**config.mk**
```make
export PLATFORM = sky130hd
export DESIGN_NAME = fp_add_align_flat
export DESIGN_NICKNAME = d
export VERILOG_FILES = /design/src/rtl/fp_add_align_pkg.sv /design/src/rtl/fp_add_align_if.sv /design/src/rtl/fp_sticky_shifter.sv /design/src/rtl/fp_add_align.sv /design/src/flat_wrapper.sv
export SDC_FILE = /design/constraint.sdc
export NUM_CORES = 1
export LEC_CHECK = 0
export ABC_AREA = 1
export BUFFER_PORTS_ARGS = -buffer_cell sky130_fd_sc_hd__clkbuf_2
export CORE_MARGIN = 3
export CORE_UTILIZATION = 62
export CTS_BUF_LIST = sky130_fd_sc_hd__clkbuf_2
export CTS_CLUSTER_DIAMETER = 150
export DETAILED_ROUTE_END_ITERATION = 10
export MAX_ROUTING_LAYER = met4
export PLACE_DENSITY = 0.88
export RECOVER_POWER = 50
export SYNTH_ARGS = -nofsm -noshare
export SYNTH_HDL_FRONTEND = slang
export SYNTH_SLANG_ARGS = --single-unit
```
**constraint.sdc**
```tcl
create_clock -name clk -period 6.16 [get_ports clk]
set_input_delay 0.924 -clock clk [delete_from_list [all_inputs] [get_ports clk]]
set_output_delay 0.924 -clock clk [all_outputs]
set_load 0.005 [all_outputs]
```
**src/rtl/fp_add_align_pkg.sv**
```systemverilog
// Shared constants and type codes for the single-precision adder alignment stage.
package fp_add_align_pkg;

    localparam int FP_EXP_W  = 8;
    localparam int FP_MANT_W = 26;

    typedef enum logic [2:0] {
        TYPE_ZERO   = 3'd0,
        TYPE_DENORM = 3'd1,
        TYPE_NORMAL = 3'd2,
        TYPE_INF    = 3'd3,
        TYPE_NAN    = 3'd4
    } fp_type_e;

    localparam logic [31:0] QNAN = 32'h7FC00000;

    function automatic logic [31:0] inf_word(input logic sign);
        return {sign, 8'hFF, 23'h0};
    endfunction

endpackage

```
**src/rtl/fp_add_align_if.sv**
```systemverilog
// Operand-pair input and aligned-result output channels of the alignment stage.
interface fp_add_align_if
    import fp_add_align_pkg::*;
#(
    parameter int EXP_W  = FP_EXP_W,
    parameter int MANT_W = FP_MANT_W
);
    logic              in_valid;
    logic              in_ready;
    logic              op_sub;
    logic              a_sign;
    logic              b_sign;
    logic [EXP_W-1:0]  a_exp;
    logic [EXP_W-1:0]  b_exp;
    logic [MANT_W-1:0] a_mant;
    logic [MANT_W-1:0] b_mant;
    logic [2:0]        a_type;
    logic [2:0]        b_type;

    logic              out_valid;
    logic              out_ready;
    logic              res_sign;
    logic [EXP_W-1:0]  res_exp;
    logic              eff_sub;
    logic [MANT_W:0]   big_mant;
    logic [MANT_W:0]   small_mant;
    logic              special;
    logic [31:0]       special_word;

    modport master (
        output in_valid, op_sub, a_sign, b_sign, a_exp, b_exp, a_mant, b_mant, a_type, b_type,
        output out_ready,
        input  in_ready,
        input  out_valid, res_sign, res_exp, eff_sub, big_mant, small_mant, special, special_word
    );

    modport slave (
        input  in_valid, op_sub, a_sign, b_sign, a_exp, b_exp, a_mant, b_mant, a_type, b_type,
        input  out_ready,
        output in_ready,
        output out_valid, res_sign, res_exp, eff_sub, big_mant, small_mant, special, special_word
    );

endinterface

```
**src/rtl/fp_sticky_shifter.sv**
```systemverilog
// Combinational right shift of {mant, 1'b0} by diff; bits shifted out are ORed into bit 0.
module fp_sticky_shifter #(
    parameter int MANT_W = 26,
    parameter int EXP_W  = 8
) (
    input  logic [MANT_W-1:0] mant_i,
    input  logic [EXP_W-1:0]  diff_i,
    output logic [MANT_W:0]   mant_o
);
    localparam int W = MANT_W + 1;

    logic [W-1:0] ext;
    logic [W-1:0] shifted;
    logic [W-1:0] lost_mask;
    logic [31:0]  diff32;
    logic         sticky;

    always_comb begin
        ext     = {mant_i, 1'b0};
        diff32  = 32'(diff_i);
        shifted = ext >> diff_i;
        for (int unsigned i = 0; i < W; i++) begin
            lost_mask[i] = (i < diff32);
        end
        sticky = |(ext & lost_mask);
        if (diff32 >= W) begin
            mant_o = {{MANT_W{1'b0}}, |mant_i};
        end else begin
            mant_o = {shifted[W-1:1], shifted[0] | sticky};
        end
    end

endmodule

```
**src/rtl/fp_add_align.sv**
```systemverilog
// Adder alignment stage: S1 compares/swaps and resolves specials, S2 shifts the small
// mantissa with sticky. Two-deep valid/ready pipeline with bubble collapsing.
module fp_add_align
    import fp_add_align_pkg::*;
#(
    parameter int EXP_W  = FP_EXP_W,
    parameter int MANT_W = FP_MANT_W
) (
    input logic           clk,
    input logic           reset,
    fp_add_align_if.slave bus
);
    logic [EXP_W-1:0] a_eexp, b_eexp;
    logic             a_big, b_eff_sign, eff_sub_c;
    logic             a_nan, b_nan, a_inf, b_inf, a_zero, b_zero;
    logic             s1_special_d;
    logic [31:0]      s1_word_d;
    logic             s1_adv, s2_adv;
    logic [MANT_W:0]  shifted;

    logic              s1_valid_q, s1_sign_q, s1_eff_sub_q, s1_special_q;
    logic [EXP_W-1:0]  s1_exp_q, s1_diff_q;
    logic [MANT_W-1:0] s1_big_q, s1_small_q;
    logic [31:0]       s1_word_q;

    logic              out_valid_q, res_sign_q, eff_sub_q, special_q;
    logic [EXP_W-1:0]  res_exp_q;
    logic [MANT_W:0]   big_mant_q, small_mant_q;
    logic [31:0]       word_q;

    assign a_eexp     = (bus.a_type == TYPE_DENORM) ? EXP_W'(1) : bus.a_exp;
    assign b_eexp     = (bus.b_type == TYPE_DENORM) ? EXP_W'(1) : bus.b_exp;
    assign a_big      = {a_eexp, bus.a_mant} >= {b_eexp, bus.b_mant};
    assign b_eff_sign = bus.b_sign ^ bus.op_sub;
    assign eff_sub_c  = bus.a_sign ^ b_eff_sign;

    assign a_nan  = (bus.a_type == TYPE_NAN);
    assign b_nan  = (bus.b_type == TYPE_NAN);
    assign a_inf  = (bus.a_type == TYPE_INF);
    assign b_inf  = (bus.b_type == TYPE_INF);
    assign a_zero = (bus.a_type == TYPE_ZERO);
    assign b_zero = (bus.b_type == TYPE_ZERO);

    // Special-case priority: NaN, Inf-Inf, single Inf, signed zero.
    always_comb begin
        s1_special_d = 1'b1;
        s1_word_d    = QNAN;
        if (a_nan || b_nan) begin
            s1_word_d = QNAN;
        end else if (a_inf && b_inf && eff_sub_c) begin
            s1_word_d = QNAN;
        end else if (a_inf) begin
            s1_word_d = inf_word(bus.a_sign);
        end else if (b_inf) begin
            s1_word_d = inf_word(b_eff_sign);
        end else if (a_zero && b_zero) begin
            s1_word_d = {bus.a_sign & b_eff_sign, 31'h0};
        end else begin
            s1_special_d = 1'b0;
            s1_word_d    = '0;
        end
    end

    assign s2_adv = ~out_valid_q | bus.out_ready;
    assign s1_adv = ~s1_valid_q | s2_adv;

    always_ff @(posedge clk) begin
        if (reset) begin
            s1_valid_q   <= 1'b0;
            s1_sign_q    <= 1'b0;
            s1_eff_sub_q <= 1'b0;
            s1_special_q <= 1'b0;
            s1_exp_q     <= '0;
            s1_diff_q    <= '0;
            s1_big_q     <= '0;
            s1_small_q   <= '0;
            s1_word_q    <= '0;
        end else if (s1_adv) begin
            s1_valid_q <= bus.in_valid;
            if (bus.in_valid) begin
                s1_sign_q    <= a_big ? bus.a_sign : b_eff_sign;
                s1_exp_q     <= a_big ? a_eexp : b_eexp;
                s1_diff_q    <= a_big ? (a_eexp - b_eexp) : (b_eexp - a_eexp);
                s1_big_q     <= a_big ? bus.a_mant : bus.b_mant;
                s1_small_q   <= a_big ? bus.b_mant : bus.a_mant;
                s1_eff_sub_q <= eff_sub_c;
                s1_special_q <= s1_special_d;
                s1_word_q    <= s1_word_d;
            end
        end
    end

    fp_sticky_shifter #(
        .MANT_W(MANT_W),
        .EXP_W (EXP_W)
    ) u_shift (
        .mant_i(s1_small_q),
        .diff_i(s1_diff_q),
        .mant_o(shifted)
    );

    always_ff @(posedge clk) begin
        if (reset) begin
            out_valid_q  <= 1'b0;
            res_sign_q   <= 1'b0;
            eff_sub_q    <= 1'b0;
            special_q    <= 1'b0;
            res_exp_q    <= '0;
            big_mant_q   <= '0;
            small_mant_q <= '0;
            word_q       <= '0;
        end else if (s2_adv) begin
            out_valid_q <= s1_valid_q;
            if (s1_valid_q) begin
                res_sign_q   <= s1_sign_q;
                res_exp_q    <= s1_exp_q;
                eff_sub_q    <= s1_eff_sub_q;
                big_mant_q   <= {s1_big_q, 1'b0};
                small_mant_q <= shifted;
                special_q    <= s1_special_q;
                word_q       <= s1_word_q;
            end
        end
    end

    assign bus.in_ready     = s1_adv;
    assign bus.out_valid    = out_valid_q;
    assign bus.res_sign     = res_sign_q;
    assign bus.res_exp      = res_exp_q;
    assign bus.eff_sub      = eff_sub_q;
    assign bus.big_mant     = big_mant_q;
    assign bus.small_mant   = small_mant_q;
    assign bus.special      = special_q;
    assign bus.special_word = word_q;

endmodule

```
**src/flat_wrapper.sv**
```systemverilog
// flat-port wrapper written by rule: the top's interface ports become plain ports
module fp_add_align_flat import fp_add_align_pkg::*;
#(
    parameter int EXP_W  = FP_EXP_W,
    parameter int MANT_W = FP_MANT_W
)
  (clk, reset, bus_in_valid, bus_op_sub, bus_a_sign, bus_b_sign, bus_a_exp, bus_b_exp, bus_a_mant, bus_b_mant, bus_a_type, bus_b_type, bus_out_ready, bus_in_ready, bus_out_valid, bus_res_sign, bus_res_exp, bus_eff_sub, bus_big_mant, bus_small_mant, bus_special, bus_special_word);
  fp_add_align_if #(.EXP_W(EXP_W), .MANT_W(MANT_W)) bus_i ();
  input logic clk;
  input logic reset;
  input wire logic [$bits(bus_i.in_valid)-1:0] bus_in_valid;
  input wire logic [$bits(bus_i.op_sub)-1:0] bus_op_sub;
  input wire logic [$bits(bus_i.a_sign)-1:0] bus_a_sign;
  input wire logic [$bits(bus_i.b_sign)-1:0] bus_b_sign;
  input wire logic [$bits(bus_i.a_exp)-1:0] bus_a_exp;
  input wire logic [$bits(bus_i.b_exp)-1:0] bus_b_exp;
  input wire logic [$bits(bus_i.a_mant)-1:0] bus_a_mant;
  input wire logic [$bits(bus_i.b_mant)-1:0] bus_b_mant;
  input wire logic [$bits(bus_i.a_type)-1:0] bus_a_type;
  input wire logic [$bits(bus_i.b_type)-1:0] bus_b_type;
  input wire logic [$bits(bus_i.out_ready)-1:0] bus_out_ready;
  output wire logic [$bits(bus_i.in_ready)-1:0] bus_in_ready;
  output wire logic [$bits(bus_i.out_valid)-1:0] bus_out_valid;
  output wire logic [$bits(bus_i.res_sign)-1:0] bus_res_sign;
  output wire logic [$bits(bus_i.res_exp)-1:0] bus_res_exp;
  output wire logic [$bits(bus_i.eff_sub)-1:0] bus_eff_sub;
  output wire logic [$bits(bus_i.big_mant)-1:0] bus_big_mant;
  output wire logic [$bits(bus_i.small_mant)-1:0] bus_small_mant;
  output wire logic [$bits(bus_i.special)-1:0] bus_special;
  output wire logic [$bits(bus_i.special_word)-1:0] bus_special_word;
  assign bus_i.in_valid = bus_in_valid;
  assign bus_i.op_sub = bus_op_sub;
  assign bus_i.a_sign = bus_a_sign;
  assign bus_i.b_sign = bus_b_sign;
  assign bus_i.a_exp = bus_a_exp;
  assign bus_i.b_exp = bus_b_exp;
  assign bus_i.a_mant = bus_a_mant;
  assign bus_i.b_mant = bus_b_mant;
  assign bus_i.a_type = bus_a_type;
  assign bus_i.b_type = bus_b_type;
  assign bus_i.out_ready = bus_out_ready;
  assign bus_in_ready = bus_i.in_ready;
  assign bus_out_valid = bus_i.out_valid;
  assign bus_res_sign = bus_i.res_sign;
  assign bus_res_exp = bus_i.res_exp;
  assign bus_eff_sub = bus_i.eff_sub;
  assign bus_big_mant = bus_i.big_mant;
  assign bus_small_mant = bus_i.small_mant;
  assign bus_special = bus_i.special;
  assign bus_special_word = bus_i.special_word;
  fp_add_align #(.EXP_W(EXP_W), .MANT_W(MANT_W)) u_core (.clk(clk), .reset(reset), .bus(bus_i));
endmodule
```
==> impl_metrics.json, run 1 <==
{
  "irDropWorstVdd_mv": 0.192,
  "period_needed_ps": 3880,
  "hold_ws_ps": 472,
  "p_seq_frac": 0.448,
  "port_buffers": 156,
  "slowest_stage": "clkbuf_1",
  "synth_area_um2": 9330,
  "start_kind": "register",
  "required_ps": 6740,
  "combPwrFrac": 0.320,
  "coreArea_um2": 14600,
  "status": "finished, violations left",
  "htree_levels": 4,
  "violations": "max-capacitance violations, max-slew violations",
  "synth_top_area_frac": 0.307,
  "routed_via_density": 5.72,
  "ys_ff_latch": 143,
  "hold_buffers": 0,
  "drt_pass1_iterations": 6,
  "wire_per_inst_um": 15.3,
  "drive_gt1_frac": 0.109,
  "finClkSkew_ps": 35.2,
  "yosysWarnings": 0,
  "cts_max_path_buffers": 2,
  "netlist_instances": 1484,
  "place_congestion": 0.953,
  "die_h_um": 129,
  "power_leakage_nw": 4.95,
  "worstReg2RegEnd": "u_core.s1_word_q[30]",
  "hold_class": "reg2reg",
  "async_flop_share": 0,
  "postRouteAntennaNets": 0,
  "synth.area.top_cells": "dfxtp_1 (31%), nand2_1 (15%), nand3_1 (13%)",
  "grt-ovfl-total": 0,
  "switching_share": 0.390,
  "slowest_delay_ps": 2310,
  "syn_to_final_growth_pct": 7.87,
  "cts_setup_buffers": 0,
  "ys_seq_area_frac": 0.307,
  "routed_wl_um": 27100,
  "powerDensity_nw_per_um2": 234,
  "yosysTopAreaCell": "dfxtp_1",
  "path_cells": "nand3_1, nand2_2, clkbuf_1, inv_2, buf_4, o21ai_0, a21oi_1",
  "worstSkewPairLatency_ps": 730,
  "dp_hpwl_um": 19100,
  "cts_resized": 0,
  "cts_tree": "built",
  "drt_first_iter_violations": 1094,
  "synth_edf_count": 0,
  "synth_flop_cell": "dfxtp_1",
  "switchingPower_uw": 920,
  "hold_path_end": "u_core.s1_sign_q",
  "r2r_start": "u_core.bus.out_valid",
  "initial_utilization": 0.637,
  "cts.sinks": 143,
  "syn-mean-instance-area_um2": 6.29,
  "worstRegToRegCells": 7,
  "tightest_slew_ps": 3310,
  "total_power_mw": 2.36,
  "max_freq_ghz": 0.258,
  "finalSetupViolCount": 0,
  "worstPathMaxFanout": 75,
  "fp.dieArea_um2": 16600,
  "path_clk_slew_ps": 200,
  "fillers": 1369,
  "ys_types": 40,
  "gr-usage-all-layers": 0.334,
  "critical-path-top-delay-family": "buffers and inverters",
  "worstSetupPathType": "reg2reg",
  "clockRootBuffer": "clkbuf_2",
  "holdPathStages": 2,
  "min-delay-start": "u_core.s1_sign_q",
  "p_clk_frac": 0.232,
  "rows": 44,
  "io_pins": 180,
  "antenna_found_initial": 1,
  "hold_viol": 0,
  "grt_pass1_wl_um": 44200,
  "vias": 10120,
  "crit_buf_inv": 3,
  "nets": 1697,
  "die_x_um": 129,
  "rsz0062_at_grt": "false",
  "ff2ff_setup_slack_ps": 2280,
  "grt_pass1_vias": 9192,
  "cp-end-kind": "register",
  "drc": 0,
  "max_slew_margin": -1.20,
  "maxSlewViolCount": 145,
  "setup_tns_ps": 0,
  "maxCapViolCount": 2,
  "grt_max_degree": 98,
  "worstPathArrival_ps": 4450,
  "numCtsBuffers": 17,
  "intPower_mw": 1.44,
  "period_share": 0.629
}
-- power groups by stage --
stage	registers, mW	clock network, mW	logic [mW]
6_report	1.06	0.547	0.754
3_3_place_gp	1.07	0	0.732
2_1_floorplan	1.05	0	0.572
5_1_grt	1.06	0.595	0.860
4_1_cts	1.05	0.556	0.746
3_5_place_dp	1.07	0	0.742
-- sequential cells by signal, summed over array words and instances (netlist names) --
| name | count |
|---|---|
| u_core.s1_eff_sub_q | 1 |
| u_core.bus.eff_sub | 1 |
| u_core.bus.special | 1 |
| u_core.bus.special_word | 3 |
| u_core.bus.out_valid | 1 |
| u_core.s1_sign_q | 1 |
| u_core.s1_exp_q | 8 |
| u_core.s1_diff_q | 8 |
| u_core.bus.big_mant | 26 |
| u_core.s1_special_q | 1 |
| u_core.s1_word_q | 3 |
| u_core.s1_small_q | 26 |
| u_core.s1_big_q | 26 |
| u_core.s1_valid_q | 1 |
| u_core.bus.res_exp | 8 |
| u_core.bus.small_mant | 27 |
| u_core.bus.res_sign | 1 |
-- synth_stat cells (3+ instances only) --
cell and number:
nor3_1 8, buf_6 4, xor2_1 10, clkbuf_1 52
ha_1 43, o21ai_0 86, a21o_1 3, buf_1 11
nor2_1 135, nand3b_1 3, inv_1 133, buf_2 25
xnor2_1 3, nand3_1 235, o211ai_1 9, a21oi_1 131
nand4_1 11, a22oi_1 6, or2_2 4, buf_4 31
nor2_2 4, dfxtp_1 143, nand2_1 370
-- metal layers --
metal | part of all wire | global-route usage
met4 | 0.019 | 0.100
met2 | 0.47 | 0.519
met1 | 0.43 | 0.444
met3 | 0.077 | 0.0631
met5 | 0 | -
-- stage by stage --
stage          utilization  instance area [um2]  std cells  setup WS, ps
2_1_floorplan            -                 9410       1506          3130
3_3_place_gp         0.675                 9890       1736          2250
3_5_place_dp         0.675                 9890       1736          2180
4_1_cts              0.691                10100       1768          2940
5_1_grt              0.687                10100       1770          1880
6_report             0.687                10100       1770          2280
-- final cells by class --
type,instances,area (um2),area share
clock buffers,18,90.1,0.00895
diodes,2,5.00,0.000497
clock inverters,14,141,0.0141
multi-input cells,1105,5410,0.537
inverters,135,507,0.0504
well taps,184,230,0.0229
repair buffers,169,820,0.0814
flip-flops and latches,143,2860,0.285
-- cell families (layout without fill, tap and decap cells) --
| logic type | after synthesis | count (layout) | share of synthesized area |
|---|---|---|---|
| xor gates and xnor gates | 13 | 13 | 0.0122 |
| other | 1 | 25 | 0.000402 |
| and+or+nand+nor | 776 | 776 | 0.354 |
| buffers and inverters | 258 | 336 | 0.123 |
| muxes | 1 | 1 | 0.00107 |
| DFF | 143 | 143 | 0.307 |
| AOI/OAI and AO/OA | 247 | 247 | 0.141 |
| adders and majority gates | 45 | 45 | 0.0620 |
-- layout by cell type (no fill, tap or decap), types with 2 or more instances in the layout --
cell        instances
a21boi_0            2
a21o_1              3
a21oi_1           131
a21oi_2             2
a22o_1              2
a22oi_1             6
a31oi_1             2
buf_4              11
bufinv_16           2
clkbuf_1           43
clkbuf_2          132
clkinv_1            4
clkinv_4            2
clkinvlp_4          4
conb_1             23
dfxtp_1           143
diode_2             2
fa_1                2
ha_1               43
inv_1             132
inv_2               2
inv_6               2
nand2_1           368
nand2_2             4
nand3_1           235
nand3b_1            3
nand4_1            11
nor2_1            135
nor2_2              4
nor3_1              8
o211ai_1            9
o21a_1              2
o21ai_0            86
or2_2               4
xnor2_1             3
xor2_1             10
-- worst min-delay path: stages (launching register included) --
cell and delay [ps]:
dfxtp_1 340, nand2_1 60, a21oi_1 50
-- worst max-delay path by stage --
stage                    startpoint                    end  slack, ps  depth (start not counted)
2_1_floorplan         bus_a_type[2]   u_core.s1_small_q[0]       3130                         18
3_3_place_gp          bus_a_type[2]  u_core.s1_small_q[24]       2250                         18
3_5_place_dp          bus_a_type[2]  u_core.s1_small_q[25]       2180                         18
4_1_cts               bus_a_type[2]  u_core.s1_small_q[25]       2940                         18
5_1_grt        u_core.bus.out_valid    u_core.s1_special_q       1880                          8
6_report       u_core.bus.out_valid   u_core.s1_word_q[30]       2280                          7
No activity file was read; power rests on OpenSTA's default activity.
==> run 2, diff against run 1 <==
Settings changed: ABC_AREA 1 to 0, CORE_UTILIZATION 62 to 57, PLACE_DENSITY 0.88 to 0.83.
Clock period 6.16 ns to 3.96 ns, I/O delays scaled along.
==> impl_metrics.json, run 2 <==
{
  "muxShareOfSynthArea": 0.0599,
  "met3_usage": 0.0532,
  "routed_via_density": 5.86,
  "port_buffers": 156,
  "syn-mean-instance-area_um2": 7.41,
  "coreArea_um2": 14800,
  "synth_top_family_by_area": "simple AND/OR/NAND/NOR gates",
  "rows": 44,
  "power_leakage_nw": 4.16,
  "yosys-top-cells-count": "nand2_1 (200), nor2_1 (173), dfxtp_1 (143), a21oi_1 (108), clkbuf_1 (62)",
  "worstPathMaxFanout": 114,
  "routed_wl_um": 23500,
  "p_seq_frac": 0.458,
  "hold_class": "in2reg",
  "path_cells": "nor2b_1, nand2_1, and2_0, clkbuf_4, nand3b_1, a311o_1, nand3_1",
  "cts_setup_buffers": 0,
  "place_congestion": 0.982,
  "finalSetupViolCount": 0,
  "total_power_mw": 3.60,
  "finClkSkew_ps": 33.8,
  "synth.area.top_cells": "dfxtp_1 (33%), nand2_1 (8.6%), nor2_1 (7.4%)",
  "yosysWarnings": 0,
  "nets": 1401,
  "netlist_instances": 1178,
  "grt_max_degree": 115,
  "intPower_mw": 2.29,
  "synth_xor_area_frac": 0.00401,
  "use_met1": 0.365,
  "drive_gt1_frac": 0.138,
  "setup_tns_ps": 0,
  "worstPathArrival_ps": 3920,
  "start_kind": "register",
  "layout_commonest_cell": "nand2_1",
  "period_needed_ps": 3220,
  "period_share": 0.812,
  "vias": 8629,
  "irDropWorstVdd_mv": 0.212,
  "maxSlewViolCount": 0,
  "final_cell_mix": "nand2_1 (200), nor2_1 (173), dfxtp_1 (142)",
  "initial_utilization": 0.592,
  "worstSetupPathType": "reg2reg",
  "slowest_delay_ps": 1060,
  "required_ps": 4670,
  "slowest_stage": "clkbuf_4",
  "rsz0062_at_grt": "false",
  "drt_pass1_iterations": 5,
  "synth_fa_ha_area_frac": 0.0673,
  "die_x_um": 130,
  "antenna_found_initial": 0,
  "synth_compound_area_frac": 0.224,
  "max_freq_ghz": 0.311,
  "numCtsBuffers": 17,
  "place_ws_ps": 227,
  "p_clk_frac": 0.251,
  "synth_edf_count": 0,
  "ff2ff_setup_slack_ps": 740,
  "grt-ovfl-total": 0,
  "status": "completed",
  "ys_seq_area_frac": 0.328,
  "htree_levels": 4,
  "cts_max_path_buffers": 2,
  "cts_resized": 0,
  "clockRootBuffer": "clkbuf_2",
  "max_slew_margin": 0.0313,
  "powerDensity_nw_per_um2": 375,
  "maxCapViolCount": 0,
  "ys_types": 65,
  "combPwrFrac": 0.291,
  "synthSimpleGateAreaFrac": 0.226,
  "cts.sinks": 143,
  "synth_flop_cell": "dfxtp_1",
  "synth_area_um2": 8730,
  "syn_to_final_growth_pct": 9.94,
  "synth_top_area_frac": 0.328,
  "path_clk_slew_ps": 230,
  "tightest_slew_ps": 1450,
  "async_flop_share": 0,
  "io_pins": 180,
  "ys_ff_latch": 143,
  "drt_first_iter_violations": 744,
  "hold_viol": 0,
  "worstSkewPairLatency_ps": 750,
  "hold_buffers": 0,
  "grt_pass1_wl_um": 37900,
  "cts_tree": "built",
  "wire_per_inst_um": 16.0,
  "top_usage_layer": "met2",
  "fp.dieArea_um2": 16800,
  "gr-usage-all-layers": 0.283,
  "yosysTopAreaCell": "dfxtp_1",
  "switchingPower_mw": 1.31,
  "postRouteAntennaNets": 0,
  "synth_most_common_cell": "nand2_1",
  "cp-end-kind": "register",
  "dp_hpwl_um": 17300,
  "switching_share": 0.365,
  "grt_pass1_vias": 7749,
  "drc": 0,
  "die_h_um": 130,
  "grtUsageMet2": 0.447,
  "setup_ws_ps": 743,
  "largest_reg_flops": 27
}
==> run 2: cell type report <==
type / count / area (um2)
multi-input cells: 887 / 5190
fillers: 1328 / 5150
flip-flops and latches: 143 / 2860
repair buffers: 173 / 865
well taps: 184 / 230
inverters: 53 / 199
clock inverters: 14 / 168
clock buffers: 17 / 85.1
diodes: 2 / 5.00
==> run 2: logic make-up (layout without fill, tap and decap cells) <==
logic type | count (synthesis) | after routing
mux | 46 | 46
compound gates | 300 | 300
fa+ha+maj | 46 | 46
buf+inv | 170 | 257
simple gates | 468 | 468
xor+xnor | 4 | 4
other cells | 1 | 25
flops | 143 | 143
==> run 2: final timing paths <==
| kind | startpoint | endpoint | depth (start not counted) |
|---|---|---|---|
| worst max-delay path | u_core.bus.out_valid | u_core.s1_diff_q[7] | 7 |
| worst min-delay path | bus_b_mant[14] | u_core.s1_big_q[14] | 3 |
| worst max register to register | u_core.bus.out_valid | u_core.s1_diff_q[7] | 7 |
| worst min register to register | u_core.s1_big_q[10] | u_core.bus.big_mant[11] | 2 |
==> run 2: power groups by stage <==
stage | registers [mW] | logic (mW) | clock network, mW
final | 1.65 | 1.05 | 0.906
after global routing | 1.66 | 1.17 | 0.980
after CTS | 1.65 | 1.04 | 0.918
after detailed placement | 1.68 | 1.04 | 0
after global placement | 1.67 | 1.02 | 0
after floorplan | 1.62 | 0.803 | 0
==> run 2: critical path: cells and delay by family (launching register included) <==
family / cells / cell delay (ps)
AND/OR/NAND/NOR: 5 / 1400
buffers and inverters: 1 / 1060
flip-flops: 1 / 350
AO/OA/AOI/OAI: 1 / 310
==> run 2: layer usage <==
metal  share of wire  routed length, um
met5               0                  0
met4           0.024                569
met3           0.062               1460
met2            0.48              11200
met1            0.44              10300
==> run 2: per-stage QoR <==
| step | cell area, um2 | instances | utilization | hold WS, ps |
|---|---|---|---|---|
| after floorplan | 8820 | 1200 | - | 431 |
| after global placement | 9420 | 1440 | 0.638 | 437 |
| after detailed placement | 9420 | 1440 | 0.638 | 444 |
| after CTS | 9670 | 1471 | 0.655 | 30.3 |
| after global routing | 9600 | 1471 | 0.650 | 32.5 |
| final | 9600 | 1473 | 0.651 | 70.5 |
